File: src/rtl/id_ex_stage.sv
// -----------------------------------------------------------------------------
// id_ex_stage
//   ID/EX pipeline register. It captures the decode-stage control bits,
//   instruction fields and operands, selects the write-destination register,
//   detects load-use hazards, and inserts bubbles on load-use stalls and on
//   downstream flush (branch/jump redirect). It also keeps a saturating count
//   of the bubbles inserted since reset.
//
// Parameters
//   DATA_W  width of register read data and sign-extended immediate
//   CNT_W   width of the bubble counter
//
// Ports
//   clk, rst                 clock, asynchronous active-high reset
//   *_d control bits         RegDest/ALUSrc/MemtoReg/RegWrite/MemRead/MemWrite
//   ALU_Control_d            ALU operation code (4'd15 = no-op)
//   rs_d, rt_d, rd_d, shamt_d  decode-stage instruction fields
//   rdata1_d, rdata2_d, imm_d  operands from decode
//   flush                    kills the instruction currently in decode
//   *_e outputs              registered execute-stage copies
//   wreg_e                   selected destination (rd when RegDest, else rt)
//   stall                    load-use hazard; holds PC and IF/ID upstream
//   bubble_cnt               bubbles inserted since reset, saturating
// -----------------------------------------------------------------------------
module id_ex_stage #(
  parameter int DATA_W = 32,
  parameter int CNT_W  = 16
) (
  input  logic              clk,
  input  logic              rst,

  input  logic              RegDest_d,
  input  logic              ALUSrc_d,
  input  logic              MemtoReg_d,
  input  logic              RegWrite_d,
  input  logic              MemRead_d,
  input  logic              MemWrite_d,
  input  logic [3:0]        ALU_Control_d,
  input  logic [4:0]        rs_d,
  input  logic [4:0]        rt_d,
  input  logic [4:0]        rd_d,
  input  logic [4:0]        shamt_d,
  input  logic [DATA_W-1:0] rdata1_d,
  input  logic [DATA_W-1:0] rdata2_d,
  input  logic [DATA_W-1:0] imm_d,
  input  logic              flush,

  output logic              RegDest_e,
  output logic              ALUSrc_e,
  output logic              MemtoReg_e,
  output logic              RegWrite_e,
  output logic              MemRead_e,
  output logic              MemWrite_e,
  output logic [3:0]        ALU_Control_e,
  output logic [4:0]        rs_e,
  output logic [4:0]        rt_e,
  output logic [4:0]        shamt_e,
  output logic [4:0]        wreg_e,
  output logic [DATA_W-1:0] rdata1_e,
  output logic [DATA_W-1:0] rdata2_e,
  output logic [DATA_W-1:0] imm_e,
  output logic              stall,
  output logic [CNT_W-1:0]  bubble_cnt
);

  localparam logic [3:0] ALU_NOP = 4'd15;

  logic       load_bubble;
  logic [4:0] wreg_sel;
  logic       cnt_full;

  // Load-use hazard: the load in EX writes rt_e, which the decode instruction
  // reads. Register 0 is hard-wired and never creates a dependency. Only the
  // registered EX state and decode fields feed this; flush does not, so there
  // is no combinational flush->stall path. While rst is held MemRead_e is 0,
  // so stall reads 0 without an explicit reset term.
  assign stall = MemRead_e && (rt_e != 5'd0) && ((rt_e == rs_d) || (rt_e == rt_d));

  // Flush and stall together still insert a single bubble.
  assign load_bubble = flush || stall;

  assign wreg_sel = RegDest_d ? rd_d : rt_d;

  assign cnt_full = &bubble_cnt;

  // Control path: a bubble forces a harmless no-op into EX.
  always_ff @(posedge clk or posedge rst) begin
    if (rst) begin
      RegDest_e     <= 1'b0;
      ALUSrc_e      <= 1'b0;
      MemtoReg_e    <= 1'b0;
      RegWrite_e    <= 1'b0;
      MemRead_e     <= 1'b0;
      MemWrite_e    <= 1'b0;
      ALU_Control_e <= ALU_NOP;
      wreg_e        <= 5'd0;
    end else if (load_bubble) begin
      RegDest_e     <= 1'b0;
      ALUSrc_e      <= 1'b0;
      MemtoReg_e    <= 1'b0;
      RegWrite_e    <= 1'b0;
      MemRead_e     <= 1'b0;
      MemWrite_e    <= 1'b0;
      ALU_Control_e <= ALU_NOP;
      wreg_e        <= 5'd0;
    end else begin
      RegDest_e     <= RegDest_d;
      ALUSrc_e      <= ALUSrc_d;
      MemtoReg_e    <= MemtoReg_d;
      RegWrite_e    <= RegWrite_d;
      MemRead_e     <= MemRead_d;
      MemWrite_e    <= MemWrite_d;
      ALU_Control_e <= ALU_Control_d;
      wreg_e        <= wreg_sel;
    end
  end

  // Data path: fields and operands are captured unconditionally. During a
  // bubble they are don't-care because every side-effecting control bit is 0.
  always_ff @(posedge clk or posedge rst) begin
    if (rst) begin
      rs_e     <= 5'd0;
      rt_e     <= 5'd0;
      shamt_e  <= 5'd0;
      rdata1_e <= '0;
      rdata2_e <= '0;
      imm_e    <= '0;
    end else begin
      rs_e     <= rs_d;
      rt_e     <= rt_d;
      shamt_e  <= shamt_d;
      rdata1_e <= rdata1_d;
      rdata2_e <= rdata2_d;
      imm_e    <= imm_d;
    end
  end

  // Saturating bubble counter; holds at all-ones rather than wrapping.
  always_ff @(posedge clk or posedge rst) begin
    if (rst) begin
      bubble_cnt <= '0;
    end else if (load_bubble && !cnt_full) begin
      bubble_cnt <= bubble_cnt + CNT_W'(1);
    end
  end

endmodule

File: config.mk
export PLATFORM = sky130hd
export DESIGN_NAME = id_ex_stage
export DESIGN_NICKNAME = d
export VERILOG_FILES = /design/src/rtl/id_ex_stage.sv
export SDC_FILE = /design/constraint.sdc
export NUM_CORES = 1
export LEC_CHECK = 0
export CAP_MARGIN = 20
export CELL_PAD_IN_SITES_DETAIL_PLACEMENT = 1
export CELL_PAD_IN_SITES_GLOBAL_PLACEMENT = 1
export CORE_MARGIN = 1.5
export CORE_UTILIZATION = 27
export CTS_CLUSTER_DIAMETER = 40
export DETAILED_ROUTE_END_ITERATION = 6
export PLACE_DENSITY_LB_ADDON = 0.1
export SLEW_MARGIN = 20
export SYNTH_ARGS = -nofsm -noshare
export SYNTH_HDL_FRONTEND = slang
export SYNTH_SLANG_ARGS = --single-unit
File: constraint.sdc
create_clock -name clk -period 6.5 [get_ports clk]
set_input_delay 1.95 -clock clk [delete_from_list [all_inputs] [get_ports clk]]
set_output_delay 1.95 -clock clk [all_outputs]
set_load 0.005 [all_outputs]
==> results of run 1 <==
[sequential cells by signal, indices dropped and copies added, names as in the netlist, 4 cells and up]
signal and count:
bubble_cnt 16, rdata1_e 32, ALU_Control_e 4, wreg_e 5, rdata2_e 32, rt_e 5, rs_e 5, shamt_e 5
imm_e 32
[critical path: stages]
cell and delay [ns]:
clkdlybuf4s50_1 0.45, xor2_1 0.16, nor3_1 0.22, a22oi_1 0.17
nor2_1 0.18, clkdlybuf4s50_1 0.55
[worst paths after layout]
| path | to | slack [ns] | start |
|---|---|---|---|
| max reg2reg | bubble_cnt[2] | 4.30 | rt_e[3] |
| max in group asynchronous | rdata1_e[11] | 3.28 | rst |
| max | stall | 0.87 | rt_d[3] |
| min in group asynchronous | rdata2_e[15] | 2.12 | rst |
| min | bubble_cnt[9] | 0.51 | bubble_cnt[9] |
| min reg2reg | bubble_cnt[9] | 0.51 | bubble_cnt[9] |
[final cells by class]
| cell class | instances | area [µm²] |
|---|---|---|
| fillers | 1522 | 7530 |
| flip-flops and latches | 142 | 3558 |
| clock buffers | 23 | 478.0 |
| repair buffers | 273 | 2728 |
| well taps | 211 | 264.0 |
| multi-input cells | 92 | 639.4 |
| inverters | 7 | 31.28 |
| clock inverters | 6 | 86.33 |
[cell usage in the layout (no fill, tap or decap), types with 4 or more instances in the layout]
master / instances
nand3_1: 6
nand2_1: 4
clkdlybuf4s50_1: 271
dfstp_2: 4
nand4_1: 6
nor2_1: 16
dfrtp_1: 138
or2_2: 4
xnor2_1: 11
and3_1: 8
mux2i_1: 5
clkbuf_16: 17
xor2_1: 10
inv_1: 6
[cells by family after synthesis]
family | after synthesis | synth area share (%)
muxes | 8 | 1.970
adders and majority gates | 1 | 0.2940
DFF | 142 | 83.62
xor gates and xnor gates | 21 | 4.322
and+or+nand+nor | 56 | 7.292
buffers and inverters | 12 | 1.441
AOI/OAI and AO/OA | 6 | 1.058
[power groups by stage]
stage | Clock, µW | Combinational, µW | Sequential, µW
3_5_place_dp | 0 | 301 | 1000
2_1_floorplan | 0 | 67.3 | 1000
6_report | 936 | 297 | 987
3_3_place_gp | 0 | 298 | 1000
5_1_grt | 999 | 324 | 997
4_1_cts | 962 | 304 | 988
[stage by stage]
step	hold WS, ns	setup WS (ns)	std cells	cell area (µm²)	util (%)
floorplan	0.4878	0.7470	246	4255	-
global placement	0.4931	0.8766	725	7221	47.15
detailed placement	0.5052	0.8807	725	7221	47.15
CTS	0.5185	0.8652	754	7785	50.83
global route	0.5543	0.7352	754	7785	50.83
finish	0.5055	0.8721	754	7785	50.83
[layer usage]
metal	part of all wire (%)	up-vias
met1	37	1550
met5	0.093	-
li1	-	1374
met2	51	144
met3	11	11
met4	0.85	2
[Yosys cell counts]
cell	n	area [µm²]
and2_0	1	6.260
xor2_1	10	87.58
a22oi_1	1	7.510
nand3_2	1	10.01
nor2_1	16	60.06
and3_1	8	50.05
or4_1	1	7.510
nand3_1	6	30.03
o21ai_1	1	5.000
nand4b_1	1	8.760
o2111a_1	1	11.26
buf_6	2	22.52
nand2b_1	1	6.260
inv_1	7	26.28
dfrtp_1	138	3453
or3_4	1	11.26
and4_1	1	8.760
a21oi_1	1	5.000
and4_4	1	11.26
nand2_1	4	15.01
nor3_1	2	10.01
o21bai_1	1	7.510
buf_1	2	7.510
nand4_1	6	37.54
ha_1	1	12.51
o22a_1	1	8.760
or2_2	4	25.02
and2_1	2	12.51
mux2i_1	5	50.05
buf_2	1	5.000
dfstp_2	4	105.1
mux2_2	3	33.78
xnor2_1	11	96.34
==> results.json, run 1 <==
{
  "outcome": "complete, no violations",
  "slew_viol_final": 0,
  "io_pins": 272,
  "synth_cells": 246,
  "grt_max_degree": 107,
  "wl_per_cell_um": 18.49,
  "hold_path.class": "reg2reg",
  "setup_viol": 0,
  "dp_hpwl_um": 10680,
  "rsz0062_at_grt": "false",
  "grt_overflow": 0,
  "antennaDiodeCount": 0,
  "cts_num_sinks": 142,
  "nets": 663,
  "crit_required_ns": 4.55,
  "p_int_uw": 1737,
  "worstMarginPinSlew_ns": 0.9743,
  "hold_depth": 1,
  "path_max_fanout": 3,
  "yosysUniqueCellTypes": 33,
  "die_area_um2": 16520,
  "max_clock_freq_mhz": 177.7,
  "syn_nets": 376,
  "drtAntennaViolNets": 0,
  "crit_path_start_kind": "input pin",
  "ir_drop_uv": 159.5,
  "power.leakage_uw": 0.003315,
  "vias_per_cell": 4.086,
  "cts-resized-gates": 0,
  "grt.busiest_layer": "met2",
  "fp.dieW_um": 128.5,
  "die_h_um": 128.5,
  "cts_root_buffer": "clkbuf_16",
  "yosys_warnings": 0,
  "p_sw_share_pct": 21.78,
  "numPortBuffers": 271,
  "grt_pass1_wl_um": 21080,
  "fin_setup_tns_ns": 0,
  "grt_pass1_vias": 3377,
  "grtUsageMet3_pct": 8.524,
  "cts_tree": "built",
  "coreArea_um2": 15310,
  "cts.path.max_buffers": 2,
  "start_util_pct": 27.79,
  "maxCapViolations": 0,
  "routed_wl_um": 13940,
  "cts_hold_buf": 0,
  "drive_gt1_share_pct": 8.103,
  "drc_errors": 0,
  "insertion_delay_ns": 0.41,
  "power_frac_seq_pct": 44.5,
  "cts.reportedPaths.clkPinSlew_ns": 0.05,
  "p_total_uw": 2221,
  "combinationalPowerShare_pct": 13.4,
  "reg2reg_depth": 7,
  "power_density_nw_per_um2": 285.2,
  "h-tree-depth": 4,
  "postCtsSetupBuffers": 0,
  "finalHoldViolCount": 0,
  "fin_crit_ns": 5.628,
  "track_usage_pct": 17.51,
  "rows": 45,
  "slew_headroom_pct": 35.04,
  "skew_ns": 0.006671,
  "firstDrtPassIters": 4,
  "clkPwrFrac_pct": 42.2,
  "numCtsBuffers": 17,
  "vias": 3081,
  "min_period_over_period_pct": 86.58,
  "avgSynthCellArea_um2": 17.30,
  "grt_use_met1_pct": 19.44,
  "synth_area_um2": 4255,
  "cp.arrival_ns": 3.68,
  "synth.yosys.seq_area_share_pct": 83.62,
  "drt_iter0_drc": 94,
  "place.gp.congestion": 0.7248,
  "critical_path_class": "in2out",
  "grt_antenna_before_repair": 1,
  "power_switching_uw": 483.6,
  "met2_usage_pct": 29.98,
  "area_growth_pct": 82.95,
  "ys_ff_latch": 142,
  "cp-end-kind": "output port"
}
No activity file was read; power rests on OpenSTA's default activity.
==> run 2: changes to the inputs <==
--- a/config.mk
+++ b/config.mk
@@ -8,10 +8,12 @@
 export CAP_MARGIN = 20
 export CELL_PAD_IN_SITES_DETAIL_PLACEMENT = 1
 export CELL_PAD_IN_SITES_GLOBAL_PLACEMENT = 1
+export CORE_ASPECT_RATIO = 0.8
 export CORE_MARGIN = 1.5
 export CORE_UTILIZATION = 27
 export CTS_CLUSTER_DIAMETER = 40
 export DETAILED_ROUTE_END_ITERATION = 6
+export HOLD_SLACK_MARGIN = 0.02
 export PLACE_DENSITY_LB_ADDON = 0.1
 export SLEW_MARGIN = 20
 export SYNTH_ARGS = -nofsm -noshare
==> run 2 against run 1 <==
Final area is 0.19% lower. Setup slack worse by 0.12 ns. Clock-buffer cell count is 2 lower. Cell count is 0.53% higher. Sequential power hardly changed. Register-to-register slack worse by 0.16 ns. Die area hardly changed. Critical path type unchanged. Highest routed layer is now met4.
==> results.json, run 2 (synthesis gave the netlist of run 1 again) <==
{
  "setup_viol": 0,
  "crit_path_start_kind": "input pin",
  "numCtsBuffers": 17,
  "firstDrtPassIters": 4,
  "h-tree-depth": 4,
  "area_growth_pct": 82.59,
  "cts.path.max_buffers": 2,
  "die_h_um": 115.3,
  "hold_path.class": "reg2reg",
  "top_regs": "imm_e: 32 flops, rdata1_e: 32 flops, rdata2_e: 32 flops",
  "place.gp.congestion": 0.7391,
  "p_total_uw": 2180,
  "dpl.cell_count": 724,
  "rows": 40,
  "finalHoldViolCount": 0,
  "ir_drop_uv": 188.3,
  "drt_iter0_drc": 110,
  "outcome": "complete, no violations",
  "cts.reportedPaths.clkPinSlew_ns": 0.06,
  "coreArea_um2": 15210,
  "final_cell_mix": "271 x clkdlybuf4s50_1, 138 x dfrtp_1, 17 x clkbuf_16, 16 x nor2_1, 11 x xnor2_1",
  "min_period_over_period_pct": 88.48,
  "slew_headroom_pct": 37.06,
  "die_area_um2": 16530,
  "grt_max_degree": 106,
  "cp.arrival_ns": 3.80,
  "fin_setup_tns_ns": 0,
  "critical_path_class": "in2out",
  "power.leakage_uw": 0.003301,
  "skew_ns": 0.007067,
  "n_fill_cell": 1540,
  "grt_pass1_wl_um": 21020,
  "drc_errors": 0,
  "cts_hold_buf": 0,
  "fp.dieW_um": 143.4,
  "cts-resized-gates": 0,
  "path_max_fanout": 3,
  "final_common_cell": "clkdlybuf4s50_1",
  "grt_pass1_vias": 3297,
  "postLayoutCoreUtil_pct": 51.07,
  "nets": 663,
  "cts_num_sinks": 142,
  "postCtsSetupBuffers": 0,
  "rrSetupSlack_ns": 4.14,
  "power_density_nw_per_um2": 280.6,
  "slew_viol_final": 0,
  "vias_per_cell": 4.057,
  "max_clock_freq_mhz": 173.9,
  "wl_per_cell_um": 19.10,
  "crit_required_ns": 4.55,
  "vias": 3075,
  "dp_hpwl_um": 11090,
  "fin_crit_ns": 5.751,
  "drtAntennaViolNets": 0,
  "cts_root_buffer": "clkbuf_16",
  "cp-end-kind": "output port",
  "routed_wl_um": 14480,
  "finalNonFillerCells": 758,
  "start_util_pct": 27.97,
  "numPortBuffers": 271,
  "insertion_delay_ns": 0.41,
  "rsz0062_at_grt": "false",
  "grt_antenna_before_repair": 1,
  "io_pins": 272,
  "maxCapViolations": 0,
  "track_usage_pct": 17.77,
  "drive_gt1_share_pct": 8.791,
  "worstMarginPinSlew_ns": 0.9442,
  "grt_overflow": 0,
  "cts_tree": "built"
}
[run 2: changes by cell type in the layout (fill, tap and decap cells not counted), sizes merged]
cell and delta:
diode +2, inv +2, bufinv -2, clkinv +3, clkinvlp +2, clkbuf -2
[run 2: final timing paths]
kind	from	endpoint	cells after the start
setup / recovery	rt_d[3]	stall	6
hold / removal	bubble_cnt[9]	bubble_cnt[9]	1
setup reg to reg	rt_e[0]	bubble_cnt[2]	7
hold reg to reg	bubble_cnt[9]	bubble_cnt[9]	1
max in group asynchronous	rst	ALU_Control_e[2]	3
min in group asynchronous	rst	rdata1_e[2]	2
[run 2: worst max-delay path: stages]
cell	delay, ns
clkdlybuf4s50_1	0.47
xor2_1	0.17
nor3_1	0.27
a22oi_1	0.18
nor2_1	0.23
clkdlybuf4s50_1	0.54
[run 2: final cells by class]
class	instances	area [µm²]	share of cell area [%]
Multi-Input combinational cell	92	639.4	8.229
Sequential cell	142	3558	45.80
Clock buffer	21	460.4	5.926
Antenna cell	2	5.005	0.06441
Tap cell	210	262.8	3.382
Clock inverter	11	85.08	1.095
Inverter	7	31.28	0.4026
Timing Repair Buffer	273	2728	35.10
[run 2: power by group]
group          internal, µW  switching [µW]  total, µW  leakage, µW
sequential              947            40.8        987      0.00169
clock                   511             382        894     0.000260
combinational           202            97.5        299      0.00135
total                  1660             521       2180      0.00330
[run 2: metrics by stage]
stage	hold slack, ns	area (µm²)	setup slack, ns
after global placement	0.4885	7219	0.7234
after detailed placement	0.5037	7219	0.7367
after global routing	0.5236	7765	0.5828
after CTS	0.5118	7765	0.7209
final	0.5081	7770	0.7490
after floorplan	0.4878	4255	0.7470
[run 2: metal layers]
layer  GRT usage [%]  vias up  wire length (µm)
met5               0        -                 0
met4           5.306        0               129
met3           8.580       12              1519
met2           29.39      136              7140
met1           20.50     1548              5686
li1                -     1379                 -
==> run 3: changes to the inputs <==
--- a/config.mk
+++ b/config.mk
@@ -5,7 +5,7 @@
 export SDC_FILE = /design/constraint.sdc
 export NUM_CORES = 1
 export LEC_CHECK = 0
-export CAP_MARGIN = 20
+export CAP_MARGIN = 30
 export CELL_PAD_IN_SITES_DETAIL_PLACEMENT = 1
 export CELL_PAD_IN_SITES_GLOBAL_PLACEMENT = 1
 export CORE_ASPECT_RATIO = 0.8
==> run 3 against run 2 <==
Core utilization grew 0.18 points. Combinational power hardly changed. Clock-buffer cell count unchanged. Non-clock buffer count is 1 higher. Critical path depth is the same. Setup slack improved by 0.0050 ns. Sequential power barely moved. Sequential share of layout area shrank 0.16 points. Maximum frequency hardly changed. Critical path type unchanged.
==> results.json, run 3 (synthesis gave the netlist of run 1 again) <==
{
  "rows": 40,
  "finalNonFillerCells": 759,
  "vias": 3087,
  "crit_start": "rt_d[3]",
  "wl_per_cell_um": 19.41,
  "outcome": "complete, no violations",
  "drive_gt1_share_pct": 8.958,
  "max_clock_freq_mhz": 174.0,
  "top_regs": "imm_e: 32 flops, rdata1_e: 32 flops, rdata2_e: 32 flops",
  "coreArea_um2": 15210,
  "rrSetupSlack_ns": 4.14,
  "worstReg2RegStart": "rt_e[0]",
  "drtAntennaViolNets": 0,
  "die_h_um": 115.3,
  "setup_viol": 0,
  "maxCapViolations": 0,
  "place.gp.congestion": 0.7391,
  "power_switching_uw": 523.2,
  "fin_setup_tns_ns": 0,
  "slowest_stage": "clkdlybuf4s50_1",
  "drt_iter0_drc": 116,
  "cts-resized-gates": 0,
  "area_growth_pct": 83.24,
  "slowest_delay_ns": 0.54,
  "cts_tree": "built",
  "p_sw_share_pct": 23.95,
  "cts_num_sinks": 142,
  "cp.arrival_ns": 3.80,
  "cp-end-kind": "output port",
  "regToRegEndpoint": "bubble_cnt[2]",
  "die_area_um2": 16530,
  "power.leakage_uw": 0.003313,
  "clkPwrFrac_pct": 41.0,
  "firstDrtPassIters": 4,
  "critical_path_class": "in2out",
  "final_common_cell": "clkdlybuf4s50_1",
  "grt_antenna_before_repair": 1,
  "dp_hpwl_um": 11090,
  "skew_ns": 0.007066,
  "cts_hold_buf": 0,
  "postCtsSetupBuffers": 0,
  "routed_wl_um": 14730,
  "ir_drop_uv": 187.9,
  "vias_per_cell": 4.067,
  "fin_crit_ns": 5.746,
  "dpl.cell_count": 724,
  "path_max_fanout": 3,
  "crit_path_start_kind": "input pin",
  "insertion_delay_ns": 0.41,
  "crit_path_frequent_cell": "clkdlybuf4s50_1",
  "grt_pass1_vias": 3297,
  "h-tree-depth": 4,
  "grt_pass1_wl_um": 21020,
  "min_period_over_period_pct": 88.40,
  "slew_viol_final": 0,
  "grt_max_degree": 106,
  "critPathCapture": "stall",
  "fp.dieW_um": 143.4,
  "cts.path.max_buffers": 2,
  "crit_required_ns": 4.55,
  "cp_cell_sequence": "clkdlybuf4s50_1 -> xor2_1 -> nor3_1 -> a22oi_1 -> nor2_1 -> clkdlybuf4s50_1",
  "rsz0062_at_grt": "false",
  "cts.reportedPaths.clkPinSlew_ns": 0.06,
  "power_density_nw_per_um2": 280.2,
  "slew_headroom_pct": 57.19,
  "final_cell_mix": "271 x clkdlybuf4s50_1, 138 x dfrtp_1, 17 x clkbuf_16, 16 x nor2_1, 11 x xnor2_1",
  "start_util_pct": 27.97,
  "track_usage_pct": 17.77,
  "combinationalPowerShare_pct": 13.8,
  "worstMarginPinSlew_ns": 0.6417,
  "io_pins": 272,
  "finalHoldViolCount": 0,
  "numCtsBuffers": 17,
  "p_int_uw": 1662,
  "power_frac_seq_pct": 45.2,
  "cts_root_buffer": "clkbuf_16",
  "hold_path.class": "reg2reg",
  "numPortBuffers": 271,
  "whs_ns": 0.5081,
  "reg2reg_depth": 7,
  "grt_overflow": 0,
  "drc_errors": 0,
  "nets": 664
}
## run 3: cell count changes in the layout (fill, tap and decap cells not counted), sizes merged
| cell | previous run | this run |
|---|---|---|
| buf | 2 | 3 |
## run 3: layout make-up
type / instances / area [µm²]
Antenna cell: 2 / 5.005
Clock inverter: 11 / 85.08
Multi-Input combinational cell: 92 / 639.4
Clock buffer: 21 / 460.4
Inverter: 7 / 31.28
Timing Repair Buffer: 274 / 2755
Sequential cell: 142 / 3558
Tap cell: 210 / 262.8
Fill cell: 1529 / 7417
## run 3: how the worst min path moves through the flow
stage	startpoint	slack, ns	endpoint	cells past startpoint
2_1_floorplan	bubble_cnt[9]	0.49	bubble_cnt[9]	1
5_1_grt	bubble_cnt[9]	0.52	bubble_cnt[9]	1
3_5_place_dp	bubble_cnt[9]	0.50	bubble_cnt[9]	1
3_3_place_gp	bubble_cnt[9]	0.49	bubble_cnt[9]	1
4_1_cts	bubble_cnt[9]	0.51	bubble_cnt[9]	1
6_report	bubble_cnt[9]	0.51	bubble_cnt[9]	1
## run 3: per-stage QoR
stage               worst slack, ns  utilization (%)  area, µm²  power (µW)
global placement             0.7234            47.45       7219        1300
detailed placement           0.7367            47.45       7219        1306
CTS                          0.7209            51.04       7765        2217
floorplan                    0.7470                -       4255        1071
global route                 0.5828            51.22       7792        2286
finish                       0.7540            51.25       7797        2185
## run 3: worst max-delay path, delay by kind of cell
family                 cells  cell delay (ns)
buffers and inverters      2             1.00
AO/OA/AOI/OAI              1             0.18
AND/OR/NAND/NOR            2             0.50
XOR/XNOR                   1             0.17
## run 3: power groups by stage
stage                     combinational (µW)  clock [µW]  sequential (µW)
final                                    302         895              988
after global routing                     327         963              996
after detailed placement                 304           0             1000
after global placement                   299           0             1000
after floorplan                         67.3           0             1000
after CTS                                306         922              988
## run 3: metal layers
metal / global-route usage (%) / share of wire [%]
met5: 0 / 0
met4: 5.306 / 0.81
met3: 8.580 / 10
met2: 29.39 / 50
met1: 20.50 / 39
